==> config.mk <==
export PLATFORM = sky130hd
export DESIGN_NAME = pencoder_rr
export DESIGN_NICKNAME = d
export VERILOG_FILES = /design/src/rtl/pencoder_rr.sv
export SDC_FILE = /design/constraint.sdc
export NUM_CORES = 1
export LEC_CHECK = 0
export ABC_CLOCK_PERIOD_IN_PS = 6400
export CAP_MARGIN = 15
export CORE_ASPECT_RATIO = 0.8
export CORE_MARGIN = 2
export CORE_UTILIZATION = 50
export CTS_CLUSTER_DIAMETER = 150
export DETAILED_ROUTE_END_ITERATION = 8
export PLACE_DENSITY = 0.77
export SLEW_MARGIN = 20
export SYNTH_ARGS = -nofsm -noshare
export SYNTH_HDL_FRONTEND = slang
export SYNTH_SLANG_ARGS = --single-unit
==> constraint.sdc <==
create_clock -name clk -period 6.4 [get_ports clk]
set_input_delay 1.92 -clock clk [delete_from_list [all_inputs] [get_ports clk]]
set_output_delay 1.92 -clock clk [all_outputs]
set_load 0.005 [all_outputs]
==> src/rtl/pencoder_rr.sv <==
// pencoder_rr: registered N-line priority encoder with fixed (MSB-first) and
// round-robin modes. A rotating pointer ptr names the highest-priority line in
// round-robin mode; after a grant at index k it moves to k-1 (mod N) so line k
// drops to lowest priority. All outputs are registered, one cycle of latency.
// Optional feature: define PENC_LOCK_EN to add a 'lock' input that holds the
// current grant while its request line stays asserted.
module pencoder_rr #(
  parameter int N = 8,
  parameter int W = 3
) (
  input  logic         clk,
  input  logic         rst_n,
  input  logic         en,
  input  logic         mode,
`ifdef PENC_LOCK_EN
  input  logic         lock,
`endif
  input  logic [N-1:0] D_in,
  output logic [W-1:0] Q_out,
  output logic [N-1:0] grant,
  output logic         v
);

  logic [W-1:0] q_out_q, q_out_d;
  logic [N-1:0] grant_q, grant_d;
  logic         v_q, v_d;
  logic [W-1:0] ptr_q, ptr_d;

  logic         hit;
  logic [W-1:0] hit_idx;
  logic [W-1:0] idx_w;
  logic         hold;
  int           start_idx;
  int           idx;

  // Lock keeps the current grant while its line is still requesting.
`ifdef PENC_LOCK_EN
  assign hold = lock & v_q & D_in[q_out_q];
`else
  assign hold = 1'b0;
`endif

  // Descending search from the start index with modulo-N wrap; the first
  // set request wins. Fixed mode simply starts the search at N-1.
  always_comb begin
    // NOTE: every combinational output gets a default first so no path leaves it unassigned (no latch).
    hit       = 1'b0;
    hit_idx   = '0;
    idx_w     = '0;
    idx       = 0;
    start_idx = mode ? int'(ptr_q) : N - 1;
    for (int j = 0; j < N; j++) begin
      idx = start_idx - j;
      if (idx < 0) idx = idx + N;
      idx_w = W'(idx);
      if (!hit && D_in[idx_w]) begin
        hit     = 1'b1;
        hit_idx = idx_w;
      end
    end
  end

  // Next-state: new grant unless locked; pointer only advances on a
  // round-robin grant and wraps modulo N so it never reaches N.
  always_comb begin
    q_out_d = q_out_q;
    grant_d = grant_q;
    v_d     = v_q;
    ptr_d   = ptr_q;
    if (!hold) begin
      v_d     = hit;
      q_out_d = hit_idx;
      grant_d = hit ? (N'(1) << hit_idx) : '0;
      if (mode && hit) begin
        ptr_d = (hit_idx == '0) ? W'(N - 1) : hit_idx - W'(1);
      end
    end
  end

  // State registers: async clear, update only on enabled cycles.
  always_ff @(posedge clk or negedge rst_n) begin
    if (!rst_n) begin
      // NOTE: registered state uses non-blocking assignments so all flops update together at the edge.
      q_out_q <= '0;
      grant_q <= '0;
      v_q     <= 1'b0;
      ptr_q   <= W'(N - 1);
    end else if (en) begin
      q_out_q <= q_out_d;
      grant_q <= grant_d;
      v_q     <= v_d;
      ptr_q   <= ptr_d;
    end
  end

  assign Q_out = q_out_q;
  assign grant = grant_q;
  assign v     = v_q;

endmodule

After elaboration in Yosys (flattened, before gate mapping). Cells that the tools add are included. W data, S select, Z words.

Register bits: 15. Latch bits: 0. RAM bits: 0. ROM bits: 0. Bits of input ports: 12. Output and inout bits: 12. Logic and storage cells: 97. Memories kept: 0.

Add/sub/neg operators: 16. Multiply operators: 0. Divide/modulo/power cells: 0. Magnitude comparators: 16. Equality and inequality tests: 0. Shift operators: 1. Mux-type cells: 43. Bitwise logic cells: 0. Reduce and logical (&&, ||, !) cells: 17.

Operators with widths (count): $mux W3 (18); $lt A3 B4 Y1 const B (8); $lt A4 B1 Y1 const B (7); $add A3 B1 Y3 const B (8); $bmux W1 S3 (8); $mux W1 (16); $sub A3 B3 Y4 const B (4); $logic_and A1 B1 Y1 (8); $mux W8 (1); $shl A1 B3 Y8 const A (1); $sub A3 B2 Y4 const B (2); $logic_not A1 Y1 (7); $sub A3 B1 Y4 const B (1); $logic_not A3 Y1 (1); $lt A3 B1 Y1 const B (1); $sub A3 B1 Y3 const B (1); $reduce_and A2 Y1 (1).

Depth between registers and ports, before layout.
Word-level depth: 29. Mapped depth: 16. Mapped depth without buffers: 14.

Least setup slack after synthesis. Ideal clock, no wire load.

Path type: input-to-reg. From: input port mode. To: register ptr_q[2]. Setup time: 88 ps. Arrival: 4743 ps. Required time: 6312 ps. Slack: 1569 ps. Cell stages on the path: 15. Buffers on the path: 2. Cells stage by stage: buf_2 -> nor2b_1 -> buf_2 -> inv_2 -> ha_1 -> mux2_2 -> nor2_1 -> mux2_2 -> nor2_1 -> a2111oi_2 -> a22oi_1 -> and3_1 -> ha_1 -> nor4b_1 -> a311oi_1.

Cells in the longest elaborated chain, start to end: 29. Elaborated cells on any way between the ends: 83. Classes of those cells: add/sub: 16; order compare: 8; mux: 42; reduce/logical: 17.

RTL lines: start: declaration (line 14) `input logic mode,`; branches (longest 29 deep; another with $sub A3 B1 Y4); end signal: assignment (line 87) `ptr_q <= W'(N - 1);`; end signal: assignment (line 92) `ptr_q <= ptr_d;`; end: declaration (line 27) `logic [W-1:0] ptr_q, ptr_d;`.

Parallel ways; which one is timed is not known. The select of a mux whose other input is x is not followed. A chain may end at the register's enable or synchronous reset.

Final worst setup path. Ends and elaborated chain as after synthesis.

==> out/metrics.cfg <==
[run_status]
status = completed

[route]
detail_route.wirelength_um = 5080
first_iter_violations = 334
wire_per_inst_um = 20.0
post-route-drc-count = 0
via_per_inst = 7.01
vias = 1780
drt-pass1-iter-count = 6
final_antenna_net_count = 0

[yosys]
synth_top_family_by_area = compound AO/OA/AOI/OAI gates
yosysSeqAreaShare_pct = 21.6
post_synth_xor_area_fraction_pct = 2.35
yosys_warnings = 0
yosysUniqueCellTypes = 67
synth-seq-cells = 15
edff_count_synth = 0
synth_compound_area_share_pct = 29.5
dominantRegCellSynth = dfrtp_1
postSynthNetCount = 210
synthSimpleGateAreaFrac_pct = 17.0
netlist_area_before_placement_um2 = 1760
yosys-mux-area-fraction_pct = 19.4
syn_area_per_cell_um2 = 9.15
post_synth_arst_share_pct = 100
post_synth_fa_ha_maj_area_fraction_pct = 4.27
synthCells = 192

[setup_path]
worst_setup_path_start_kind = input pin
worst_r2r_endpoint = ptr_q[2]$_DFFE_PN1P_
ff2ff_path_depth = 14
timing.rr.start = ptr_q[1]$_DFFE_PN1P_
critPathMaxFanout = 20
worstPathCellList = clkdlybuf4s50_1, buf_4, nor2b_1, buf_4, inv_2, ha_1, mux2_2, nor2_1, mux2_2, nor2_1, a2111oi_2, a22oi_1, and3_1, ha_1, nor4b_1, a311oi_1
end_kind = flop
timing.critical_path.required_ns = 6.57
worst-endpoint-arrival_ns = 5.76
r2r_setup_slack_ns = 2.54
standard_cell_with_the_maximum_stage_delay_on_the_critical_path = clkdlybuf4s50_1
critPathMaxStageDelay_ns = 0.48
worstSetupPathType = input pin to flop

[layout]
fillerInstances = 281
antenna_cells = 0
area_taken_by_multi_input_logic_gates_um2 = 1270
ff_latch_area_um2 = 379
layout.core_utilization_pct = 60.1
final_cell_mix = 23 x clkdlybuf4s50_1, 16 x nor2_1, 14 x nand2_1
nNetsFinal = 231
synth_to_layout_area_growth_pct = 16.3
final_common_cell = clkdlybuf4s50_1
post_route_cells_drive_above_1_share_pct = 18.9

[worst_hold_path]
timing.hold.worst_path_depth = 1
worst_hold_path.endpoint = v$_DFFE_PN0P_
worst_hold_launch = v$_DFFE_PN0P_
hold_class = flop to flop

[sta]
setup_repair_after_global_routing_missed_its_margin = false
final.period_utilization_pct = 87.3
setup-tns-final_ns = 0
maxSlewViolCount = 0
period_minus_slack_ns = 5.59
timing.fmax_ghz = 0.179
finalHoldViolCount = 0
fin_skew_ns = 0.00410
maxSlewHeadroom_pct = 52.7
max_slew.worst_pin.slew_ns = 0.702
finalSetupViolCount = 0

[placement]
dp_hpwl_um = 3800
count_of_input_and_output_buffers = 23
gp_congestion = 1.03

[pwr]
peakVddDrop_mv = 0.190
pwr_density_cell_nw_per_um2 = 462
leakage_nw = 0.797

[clock_network]
tritoncts = yes
cts_max_level = 1
post_cts_gate_resize_count = 0
inserted_clock_buffers = 3
clock_sinks = 15
path_clk_slew_ns = 0.06
cts_hold_buffers = 0
post_cts_buffers = 0
clock_tree.buffer_depth = 2
cts.root.buffer_cell = clkbuf_8
clock_latency_ns = 0.25

[run]
max_capacitance_violation_total = 0

[grt]
number_of_antenna_violations_at_the_first_check_in_global_routing = 0
gr_ovfl_total = 0
grt_util_overall_pct = 26.1
number_of_global_route_vias_before_repair = 1679
grt_first_pass_wirelength_um = 8340
grt_start_max_net_pins = 21

[die]
die_ht_um = 57.0
io_pins = 24
die_w_um = 70.3
initial_utilization_pct = 51.7
row_count = 19
core_um2 = 3400
die_area_um2 = 4010

==> per-layer routing <==
metal / GRT usage (%) / up-vias / share of wire [%]
li1: - / 784 / -
met1: 37.5 / 841 / 42
met2: 39.1 / 127 / 44
met3: 4.95 / 28 / 10
met4: 10.4 / 0 / 3.4
met5: 0 / - / 0
==> cells in the mapped netlist, types with 3 or more instances <==
master	number	area [um2]
nand3_1	4	20.0
mux2i_1	10	100
dfstp_2	3	78.8
mux4_2	5	113
dfrtp_1	12	300
o31ai_1	3	22.5
ha_1	6	75.1
o2bb2ai_1	8	70.1
inv_1	6	22.5
a311oi_1	3	26.3
a21oi_1	12	60.1
nor3_1	3	15.0
nor2_1	16	60.1
nand2_1	14	52.6
a21o_1	4	30.0
o32ai_1	4	35.0
o21ai_0	3	15.0
mux2_2	8	90.1
buf_2	6	30.0
==> final cells by class <==
type,instances,share of cell area (%)
well taps,42,2.57
clock buffers,4,2.20
repair buffers,26,12.4
multi-input cells,157,62.3
flip-flops and latches,15,18.6
inverters,10,1.96
==> flip-flops by register name, indices dropped and copies added, names as in the netlist <==
| name | cells |
|---|---|
| grant | 8 |
| Q_out | 3 |
| ptr_q | 3 |
| v | 1 |
==> power breakdown <==
part	switching, mW	leakage (nW)	total [mW]	internal, mW
combinational	0.374	0.593	0.673	0.298
sequential	0.0563	0.181	0.194	0.137
clock	0.0339	0.0228	0.0780	0.0442
==> through the flow <==
stage / power [mW] / std cells / instance area, um2 / setup WS [ns] / hold slack, ns
2_1_floorplan: 0.670 / 192 / 1760 / 1.57 / 0.478
3_3_place_gp: 0.815 / 250 / 2000 / 0.827 / 0.467
3_5_place_dp: 0.841 / 250 / 2000 / 0.674 / 0.477
4_1_cts: 0.926 / 254 / 2040 / 0.866 / 0.490
5_1_grt: 1.00 / 254 / 2040 / 0.557 / 0.516
6_report: 0.944 / 254 / 2040 / 0.814 / 0.484
==> critical path: cells and delay by family <==
kind	cells	cell delay [ns]
compound gates	3	0.59
fa+ha+maj	2	0.70
buf+inv	4	0.98
mux	2	0.57
simple gates	5	0.98
==> cell families (layout without fill, tap and decap cells) <==
group | Yosys count | after routing
xor+xnor | 3 | 3
flops | 15 | 15
buf+inv | 20 | 40
fa+ha+maj | 6 | 6
simple gates | 57 | 57
mux | 25 | 25
compound gates | 66 | 66
==> worst max path at each step <==
stage / from / endpoint / cells after the start
after floorplan: mode / ptr_q[2]$_DFFE_PN1P_ / 15
after global placement: mode / ptr_q[2]$_DFFE_PN1P_ / 16
after detailed placement: mode / ptr_q[2]$_DFFE_PN1P_ / 16
after CTS: mode / ptr_q[2]$_DFFE_PN1P_ / 16
after global routing: mode / ptr_q[2]$_DFFE_PN1P_ / 16
final: mode / ptr_q[2]$_DFFE_PN1P_ / 16
Note: power is estimated with default switching activity, not from simulation.
==> RTL change 1, RTL diff (same flow settings) <==
Set the parameter `W` to 5 (it was 3).
--- a/src/rtl/pencoder_rr.sv
+++ b/src/rtl/pencoder_rr.sv
@@ -6,7 +6,7 @@
 // current grant while its request line stays asserted.
 module pencoder_rr #(
   parameter int N = 8,
-  parameter int W = 3
+  parameter int W = 5
 ) (
   input  logic         clk,
   input  logic         rst_n,
Interface: changed (resized Q_out); port bits go from 24 to 26. The function was not compared with the original's and may differ.
==> RTL change 1 against the original RTL <==
Final area increased by 24%; power increased by 34%; wire length increased by 26%; worst hold slack improved by 0.032 ns; worst setup slack got worse by 0.21 ns; synthesized area increased by 28%; sequential cell count increased by 4; largest cell class unchanged; fmax decreased by 3.6%.
==> RTL change 1: results (changes against the original RTL) <==
clk_skew 0.00305 ns (-0.00104 ns); share of cells above drive strength 1 11.8% (-7.0 points); Nets 302 (+31%); maximum fanout along the worst path 8 (-60%); Buffers, non-clock 29 (+12%); pre-CTS WS 0.419 ns (-0.255 ns); Final Non-Filler Cells 344 (+35%); Combinational Power Share 71.5% (+0.3 points); comb_multi_in 215 (+37%); seq_cells 19 (+4); WL per Instance 18.7 µm (-6.7%); placed cell area 2490 µm² (+24%); initial drt markers 268 (-20%); first-pass GRT wire length 10.6 mm (+27%); Leak 0.953 nW (+20%); cells after synthesis 275 (+43%); Synth top cells by count nand2_1, inv_1, dfrtp_1; status finished, final reports clean; Slew @ Worst Pin 0.807 ns (+0.105 ns); largest net degree at the start of global routing 29 (+38%); RePlAce Congestion 1.02 (-0.84%); Final non-clock buffer share 11.1% (-1.3 points); Area contributors post-synth dfrtp_1, mux2i_1, mux4_2, o22ai_1, nand2_1; vias in the first global route 1997 (+19%); # port buffers 25 (+8.7%); DP Wirelength 4.85 mm (+28%); Well-Tap Cells 57 (+36%); inverters 20 (+10); Vias/cell 6.68 (-4.6%); drt pass-1 iters 7 (+1); sequential share of the synthesized area 21.3% (-0.33 points); Synthesized Nets 289 (+38%)
[RTL change 1: cell types whose count changed after synthesis, sizes merged, moves of 5 or more]
cell and delta:
o21ai +13, o2bb2ai -8, nor3b +6, clkbuf +9, nand2 +9, a31oi +5, o22ai +13, inv +11
[RTL change 1: critical path: stages]
cell and delay, ns:
clkdlybuf4s50_1 0.61, nor2b_1 0.26, inv_2 0.07, ha_1 0.38, mux4_2 0.58, mux2i_4 0.26, nand3_2 0.14, or3_1 0.50
o32ai_2 0.31, o22ai_2 0.20, ha_1 0.28, and3_1 0.17, a21oi_1 0.18, mux2i_1 0.10
[RTL change 1: final timing paths]
check,startpoint,to,slack (ns)
worst max-delay path,mode,ptr_q[0]$_DFFE_PN1P_,0.60
min in group asynchronous,rst_n,grant[2]$_DFFE_PN0P_,2.13
worst min register to register,Q_out[0]$_DFFE_PN0P_,Q_out[0]$_DFFE_PN0P_,0.52
max in group asynchronous,rst_n,grant[6]$_DFFE_PN0P_,3.77
worst max register to register,ptr_q[1]$_DFFE_PN1P_,ptr_q[0]$_DFFE_PN1P_,2.29
worst min-delay path,Q_out[0]$_DFFE_PN0P_,Q_out[0]$_DFFE_PN0P_,0.52
[RTL change 1: kinds of logic (layout without fill, tap and decap cells)]
logic type / Yosys count / after routing / synth area share (%)
buffers and inverters: 41 / 53 / 8.66
adders and majority gates: 2 / 2 / 1.11
xor gates and xnor gates: 4 / 4 / 1.89
DFF: 19 / 19 / 21.3
muxes: 22 / 22 / 12.9
and+or+nand+nor: 87 / 87 / 21.4
AOI/OAI and AO/OA: 100 / 100 / 32.8
[RTL change 1: layer usage]
layer | part of all wire, % | global-route usage, %
met5 | 0 | 0
met4 | 0.90 | 4.09
met3 | 13 | 8.62
met2 | 39 | 32.3
met1 | 48 | 44.1
==> RTL change 2, RTL diff (config.mk and constraints unchanged) <==
Without the edit above. Register the input `mode` before use, cleared by the reset. The logic sees it one clock later. The other inputs are not delayed to match.
--- a/src/rtl/pencoder_rr.sv
+++ b/src/rtl/pencoder_rr.sv
@@ -20,6 +20,16 @@
   output logic [N-1:0] grant,
   output logic         v
 );
+
+  logic mode_q;
+
+  always_ff @(posedge clk or negedge rst_n) begin
+    if (!rst_n) begin
+      mode_q <= '0;
+    end else begin
+      mode_q <= mode;
+    end
+  end
 
   logic [W-1:0] q_out_q, q_out_d;
   logic [N-1:0] grant_q, grant_d;
@@ -48,7 +58,7 @@
     hit_idx   = '0;
     idx_w     = '0;
     idx       = 0;
-    start_idx = mode ? int'(ptr_q) : N - 1;
+    start_idx = mode_q ? int'(ptr_q) : N - 1;
     for (int j = 0; j < N; j++) begin
       idx = start_idx - j;
       if (idx < 0) idx = idx + N;
@@ -71,7 +81,7 @@
       v_d     = hit;
       q_out_d = hit_idx;
       grant_d = hit ? (N'(1) << hit_idx) : '0;
-      if (mode && hit) begin
+      if (mode_q && hit) begin
         ptr_d = (hit_idx == '0) ? W'(N - 1) : hit_idx - W'(1);
       end
     end
Formal check against the unedited RTL: not equivalent (a bounded check fails within 4 cycles, from zero or initial values and one cycle with rst_n low).
==> RTL change 2 against the original RTL <==
Synthesized area increased by 4.4%; critical path depth fell by 4; worst setup slack better by 0.51 ns; critical path type unchanged; worst hold slack worse by 0.0016 ns; count of clock-buffer cells in the layout stayed put; utilization hardly changed; power increased by 2.2%; sequential share of layout area grew 0.82 points; clock power is 11% higher; wire length decreased by 7.8%; sequential cell count rose by 1; final area is 2.1% higher.
==> RTL change 2: results (changes against the original RTL) <==
vias in the first global route 1631 (-2.9%); Synth Area in Compound Gates 31.7% (+2.2 points); status finished, final reports clean; adder-cell share of the synthesized area 4.09% (-0.18 points); Nets 238 (+3.0%); WL per Instance 17.9 µm (-10%); multiplexer share of the synthesized area 12.8% (-6.6 points); share of cells above drive strength 1 12.8% (-6.1 points); CP arrival 5.24 ns (-0.52 ns); clk_skew 0.00536 ns (+0.00126 ns); Synth Area in XOR/XNOR 2.86% (+0.51 points); Sw Share 46.7% (-2.5 points); fillers 303 (+7.8%); initial drt markers 348 (+4.2%); largest net degree at the start of global routing 25 (+19%); worst r2r src mode_q$_DFF_PN0_; maximum fanout along the worst path 8 (-60%); worst setup path startpoint D_in[2]; Slew @ Worst Pin 0.705 ns (+0.00329 ns); Vias/cell 6.81 (-2.8%); DP Wirelength 3.51 mm (-7.6%); Leak 0.816 nW (+2.4%); count of cell types in the netlist 65 (-3.0%); All-Layer GR Usage 24.4% (-1.7 points); first-pass GRT wire length 8.04 mm (-3.6%); drt pass-1 iters 5 (-1); Synth top cells by count nand2_1, dfrtp_1, nor2_1; RePlAce Congestion 1.02 (-0.52%); CTS buffer count 3 (unchanged); Synthesized Nets 225 (+7.1%); placed cell area 2030 µm² (+1.6%); sequential share of the synthesized area 22.0% (+0.45 points)
[RTL change 2: cell types whose count changed after synthesis, sizes merged, moves of 3 or more]
cell and delta:
o21ai +3, a32o +4, a21oi -6, nor3 +8, mux2i -6, o2bb2ai -4, mux2 -7, clkbuf +6
nor2 -3, inv -3, a311oi -3
[RTL change 2: worst max-delay path: stages]
cell	delay (ns)
clkdlybuf4s50_1	0.59
nor2b_1	0.22
a2111oi_0	0.64
nor3_1	0.19
a21o_1	0.22
o21a_1	0.20
o32a_1	0.40
nor2_1	0.20
ha_1	0.23
nor2_1	0.05
and4_1	0.19
o31ai_1	0.19
[RTL change 2: per-layer routing]
metal  share of wire, %  vias to the layer above  global-route usage, %  wire, µm
met3                 13                        8                   10.1       593
met1                 46                      819                   38.6      2170
met2                 40                      114                   31.7      1880
met4               0.79                        0                   2.16        37
met5                  0                        -                      0         0
li1                   -                      836                      -         -
[RTL change 2: through the flow]
step / total power (W) / setup WS (ns) / cells / util (%) / hold WS, ns
finish: 0.000965 / 1.32 / 261 / 60.1 / 0.482
detailed placement: 0.000864 / 1.21 / 257 / 58.5 / 0.473
global placement: 0.000869 / 1.29 / 257 / 58.5 / 0.464
CTS: 0.000956 / 1.47 / 261 / 60.1 / 0.487
global route: 0.00105 / 1.14 / 261 / 60.1 / 0.503
floorplan: 0.000708 / 2.15 / 207 / - / 0.478
[RTL change 2: layout make-up]
class / count / share of cell area (%)
Inverter: 6 / 1.08
Multi-Input combinational cell: 170 / 63.3
Sequential cell: 16 / 19.4
Timing Repair Buffer: 23 / 11.0
Tap cell: 42 / 2.52
Clock buffer: 4 / 2.64
[RTL change 2: path summary, 6_finish.rpt]
kind	end	slack [ns]
worst max-delay path	ptr_q[2]$_DFFE_PN1P_	1.32
worst max register to register	ptr_q[2]$_DFFE_PN1P_	2.06
max in group asynchronous	grant[7]$_DFFE_PN0P_	3.87
worst min-delay path	v$_DFFE_PN0P_	0.48
min in group asynchronous	Q_out[2]$_DFFE_PN0P_	2.09
worst min register to register	v$_DFFE_PN0P_	0.48
[RTL change 2: power by group through the flow]
stage / Combinational [W] / Clock (W) / Sequential [W]
2_1_floorplan: 0.000542 / 0 / 0.000167
3_3_place_gp: 0.000653 / 0 / 0.000216
3_5_place_dp: 0.000650 / 0 / 0.000214
4_1_cts: 0.000655 / 0.0000891 / 0.000212
5_1_grt: 0.000738 / 0.0000948 / 0.000222
6_report: 0.000664 / 0.0000868 / 0.000214
[RTL change 2: cell families after synthesis]
logic type | Yosys count
muxes | 14
xor gates and xnor gates | 6
AOI/OAI and AO/OA | 74
adders and majority gates | 6
DFF | 16
and+or+nand+nor | 70
buffers and inverters | 21
